## src/rtl/enigma_keyer.sv

```systemverilog
// Enigma stepping controller: accepts a letter, pulses the rotor steps (with the
// middle-rotor double step), captures the chain result and hands it to the consumer.
module enigma_keyer #(
  parameter logic [4:0] NOTCH_R = 5'd16,
  parameter logic [4:0] NOTCH_M = 5'd4
) (
  input  logic        clk,
  input  logic        reset,
  input  logic        load_config,
  input  logic [4:0]  char_in,
  input  logic        char_valid,
  output logic        char_ready,
  input  logic [4:0]  pos_r,
  input  logic [4:0]  pos_m,
  output logic        rotors_load,
  output logic        step_r,
  output logic        step_m,
  output logic        step_l,
  output logic [4:0]  char_to_chain,
  input  logic [4:0]  cipher_in,
  output logic [4:0]  char_out,
  output logic        out_valid,
  input  logic        out_ready,
  output logic        err_pulse,
  output logic [15:0] char_count
);

  typedef enum logic [1:0] {IDLE, STEP, EVAL, OUT} state_t;

  state_t state, state_nxt;
  logic   accept;

  function automatic logic letter_ok(input logic [4:0] c);
    return c <= 5'd25;
  endfunction

  assign char_ready = (state == IDLE) && !load_config;
  assign accept     = char_valid && char_ready;

  always_ff @(posedge clk or negedge reset) begin
    if (!reset) state <= IDLE;
    else        state <= state_nxt;
  end

  always_comb begin
    state_nxt = state;
    case (state)
      IDLE:    if (accept && letter_ok(char_in)) state_nxt = STEP;
      STEP:    state_nxt = EVAL;
      EVAL:    state_nxt = OUT;
      OUT:     if (out_ready) state_nxt = IDLE;
      default: state_nxt = IDLE;
    endcase
  end

  // Step decisions use the pre-step positions, which the rotors still present during STEP.
  always_comb begin
    step_r      = 1'b0;
    step_m      = 1'b0;
    step_l      = 1'b0;
    rotors_load = 1'b0;
    if (state == STEP) begin
      step_r = 1'b1;
      step_m = (pos_r == NOTCH_R) || (pos_m == NOTCH_M);
      step_l = (pos_m == NOTCH_M);
    end
    if (state == IDLE && reset && load_config) rotors_load = 1'b1;
  end

  always_ff @(posedge clk or negedge reset) begin
    if (!reset) begin
      char_to_chain <= 5'd0;
      char_out      <= 5'd0;
      out_valid     <= 1'b0;
      err_pulse     <= 1'b0;
      char_count    <= 16'd0;
    end else begin
      err_pulse <= 1'b0;
      if (state == IDLE && load_config) char_count <= 16'd0;
      if (accept) begin
        if (letter_ok(char_in)) char_to_chain <= char_in;
        else                    err_pulse     <= 1'b1;
      end
      if (state == EVAL) begin
        char_out  <= cipher_in;
        out_valid <= 1'b1;
      end
      if (state == OUT && out_ready) begin
        out_valid  <= 1'b0;
        char_count <= char_count + 16'd1;
      end
    end
  end

endmodule

```

## config.mk

```make
export PLATFORM = sky130hd
export DESIGN_NAME = enigma_keyer
export DESIGN_NICKNAME = d
export VERILOG_FILES = /design/src/rtl/enigma_keyer.sv
export SDC_FILE = /design/constraint.sdc
export NUM_CORES = 1
export LEC_CHECK = 0
export ABC_AREA = 1
export CAP_MARGIN = 20
export CORE_ASPECT_RATIO = 0.9
export CORE_MARGIN = 2
export CORE_UTILIZATION = 48
export DETAILED_ROUTE_END_ITERATION = 8
export PLACE_DENSITY = 0.83
export RECOVER_POWER = 50
export SLEW_MARGIN = 20
export SYNTH_ARGS = -nofsm -noshare
export SYNTH_HDL_FRONTEND = slang
export SYNTH_SLANG_ARGS = --single-unit
```

## constraint.sdc

```tcl
create_clock -name clk -period 2.6 [get_ports clk]
set_clock_uncertainty 0.1 [all_clocks]
set_input_delay 0.39 -clock clk [delete_from_list [all_inputs] [get_ports clk]]
set_output_delay 0.39 -clock clk [all_outputs]
set_load 0.02 [all_outputs]
```

==> impl_summary.log <==
INFO  metric result_of_the_run = finished with violations
INFO  metric violations_in_the_final_reports = capacitance limit, slew limit
INFO  metric slew-limit-headroom = -2.20%
INFO  metric final_hold_viol_count = 0
INFO  metric synth_sequential_area_ratio = 45.7%
INFO  metric synth.ff_latch_count = 30
INFO  metric cp_data_required_time = 2.11 ns
INFO  metric die-height = 59.5 um
INFO  metric synthAdderAreaFrac = 4.57%
INFO  metric gp_congestion = 0.825
INFO  metric drcViolationCount = 0
INFO  metric depth_of_the_worst_register_to_register_path = 9
INFO  metric vias_in_the_first_global_route = 1469
INFO  metric critical_path_arrival = 1.94 ns
INFO  metric irDropWorstVdd = 0.000475 V
INFO  metric reg2reg_to = state[0]
INFO  metric detail_route.wirelength = 3.80 mm
INFO  metric max_cap_viol_count = 1
INFO  metric root_buffer = sky130_fd_sc_hd__clkbuf_8
INFO  metric post_synthesis_cells = 219
INFO  metric cts_resized = 0
INFO  metric main_combinational_cell_family_by_area_after_synthesis = simple AND/OR/NAND/NOR gates
INFO  metric antenna_violations_before_repair = 0
INFO  metric postCtsSetupBuffers = 0
INFO  metric filler_cell_count = 285
INFO  metric max_freq = 411 MHz
INFO  metric synth.net_count = 250
INFO  metric synth_area_per_cell = 7.50 um2
INFO  metric htreeDepth = 2
INFO  metric max-clock-path-buffers = 2
INFO  metric cell_internal_pwr = 1.13 mW
INFO  metric routedWlPerCell = 11.6 um
INFO  metric end_kind = primary output
INFO  metric finalCriticalPeriod = 2.43 ns
INFO  metric placeableCoreArea = 0.00333 mm2
INFO  metric via_per_inst = 4.94
INFO  metric track_usage = 21.9%
INFO  metric synth.area.mux_share = 0%
INFO  metric layout.nets = 313
INFO  metric drt_pre_antenna_iters = 4
INFO  metric mostFrequentLayoutCell = sky130_fd_sc_hd__nand2_1
INFO  metric synth_area_in_xor_xnor = 0%
INFO  metric critical_path_class = primary input to primary output
INFO  metric dr_total_vias = 1615
INFO  metric timing.setup.tns = 0 ns
INFO  metric worstSkewPairLatency = 0.28 ns
INFO  metric io_buffer_count = 57
INFO  metric die_w = 65.7 um
INFO  metric crit_fanout = 2
INFO  metric setup.reg_to_reg.worst_slack = 0.44 ns
INFO  metric synth_area_leaders = sky130_fd_sc_hd__dfrtp_1, sky130_fd_sc_hd__nand2_1, sky130_fd_sc_hd__nand3_1
INFO  metric dpl.hpwl = 2.88 mm
INFO  metric grt_max_degree = 31
INFO  metric pwr-share-clk = 21.1%
INFO  metric synthesis.area = 0.00164 mm2
INFO  metric final_util = 70.3%
INFO  metric hold_start = char_out[3]
INFO  metric drive_above_1_share = 6.71%
INFO  metric n_antenna_cell = 0
INFO  metric fin_worst_hold_slack = 0.367 ns
INFO  metric areaGrowthSynthToFinish = 42.3%
INFO  metric comb_power_share = 43.1%
INFO  metric cts-buffers-inserted = 5
INFO  metric initialDrtViolationCount = 66
INFO  metric synth-compound-area-share = 5.56%
INFO  metric post_cts_hold_buffer_count = 0
INFO  metric design_area = 0.00234 mm2
INFO  metric p_sw_share = 37.7%
INFO  metric clkSlewWorstSetupHoldPaths = 0.06 ns
INFO  metric clock_sinks = 30
INFO  metric hold_depth = 2
INFO  metric dpl-instance-area = 0.00227 mm2
INFO  metric most-common-layout-cells = sky130_fd_sc_hd__nand2_1, sky130_fd_sc_hd__clkdlybuf4s50_1, sky130_fd_sc_hd__dfrtp_1, sky130_fd_sc_hd__nor2_1, sky130_fd_sc_hd__nand3_1
INFO  metric placement_rows = 20
INFO  metric slew_violations = 31
INFO  metric ant_nets = 0
INFO  metric setup-violations-final = 0
INFO  metric post-synth-top-area-fraction = 45.7%
INFO  metric worstHoldPathType = register to register
INFO  metric yosys.cell_types.count = 22
INFO  metric pwr_density_cell = 777 mW/mm2
INFO  metric floorplan.initialDensity = 49.4%
INFO  metric worst_pin_slew = 1.53 ns
INFO  metric yosysWarnings = 0
INFO  metric boundaryPins = 58
INFO  metric rsz0062_at_grt = no
INFO  metric grt_overflow = 0
INFO  metric synth_largest_area_cell = sky130_fd_sc_hd__dfrtp_1
INFO  metric synth_simple_gate_area_share = 37.2%
INFO  metric sequentialPowerShare = 35.8%
INFO  metric period_utilization = 93.5%
INFO  metric grt_pass1_wl = 6.47 mm
INFO  metric whs_endpoint = char_out[3]
INFO  metric net-switching-power = 0.684 mW
INFO  metric worstReg2RegStart = state[0]
INFO  metric cts_tree = built
INFO  metric leakage = 1.10 nW
INFO  metric crit_path_start_kind = primary input
INFO  metric fp.dieArea = 0.00391 mm2
[power groups by stage]
stage / Sequential (mW) / Clock [mW] / Combinational, mW
2_1_floorplan: 0.770 / 0 / 0.344
3_3_place_gp: 0.657 / 0 / 0.784
3_5_place_dp: 0.659 / 0 / 0.803
6_report: 0.651 / 0.382 / 0.783
4_1_cts: 0.652 / 0.389 / 0.807
5_1_grt: 0.667 / 0.413 / 0.869
[worst max-delay path, cell delays in order]
cell and delay (ns):
sky130_fd_sc_hd__clkdlybuf4s50_1 0.41, sky130_fd_sc_hd__nor3_1 0.21, sky130_fd_sc_hd__nand3b_1 0.14, sky130_fd_sc_hd__a21oi_1 0.17, sky130_fd_sc_hd__clkdlybuf4s50_1 0.63
[cells by family (layout without fill, tap and decap cells)]
logic type | count (synthesis) | after routing
AOI/OAI and AO/OA | 18 | 18
adders and majority gates | 6 | 6
buffers and inverters | 30 | 94
DFF | 30 | 30
and+or+nand+nor | 135 | 135
[how the worst max path moves through the flow]
stage | start | slack (ns) | cells after the start | endpoint
6_report | pos_m[1] | 0.17 | 5 | step_m
5_1_grt | state[0] | 0.07 | 5 | rotors_load
4_1_cts | state[0] | 0.17 | 5 | rotors_load
3_5_place_dp | pos_m[1] | 0.19 | 5 | step_m
3_3_place_gp | pos_m[1] | 0.31 | 5 | step_m
2_1_floorplan | state[1] | 0.92 | 4 | step_m
[Yosys cell counts, drive strengths merged]
cell type and count:
nand2 73, ha 6, o21ai 13, or2 1, nand4 6, nor3b 1, o22ai 1, nand3b 1
nor2 27, inv 27, nor3 1, dfrtp 30, a21oi 4, nand3 25, buf 2, clkbuf 1
[area by class of cell]
cell class                 instances  area, um2  area share, %
multi-input combinational        159        758           32.4
clock inverter                     1       5.00          0.214
timing repair buffer              59        582           24.9
tap                               44       55.1           2.35
inverter                          27        101           4.33
sequential                        30        751           32.1
clock buffer                       7       86.3           3.69
[flip-flops by register name, indices dropped and copies added, names as in the netlist]
name,cells
out_valid,1
char_count,16
char_to_chain,5
char_out,5
err_pulse,1
state,2
[per-layer routing]
| metal | vias to the layer above | global-route usage, % | routed length (um) |
|---|---|---|---|
| li1 | 821 | - | - |
| met1 | 745 | 27.3 | 1660 |
| met2 | 42 | 37.2 | 1910 |
| met3 | 7 | 4.75 | 181 |
| met4 | 0 | 8.93 | 55 |
| met5 | - | 0 | 0 |
[stage by stage]
step / instances / worst slack [ns] / total power, mW
after detailed placement: 319 / 0.188 / 1.46
after CTS: 327 / 0.165 / 1.85
after global placement: 319 / 0.307 / 1.44
final: 327 / 0.169 / 1.82
after global routing: 327 / 0.0713 / 1.95
after floorplan: 219 / 0.924 / 1.11
(Power assumes the default switching activity.)
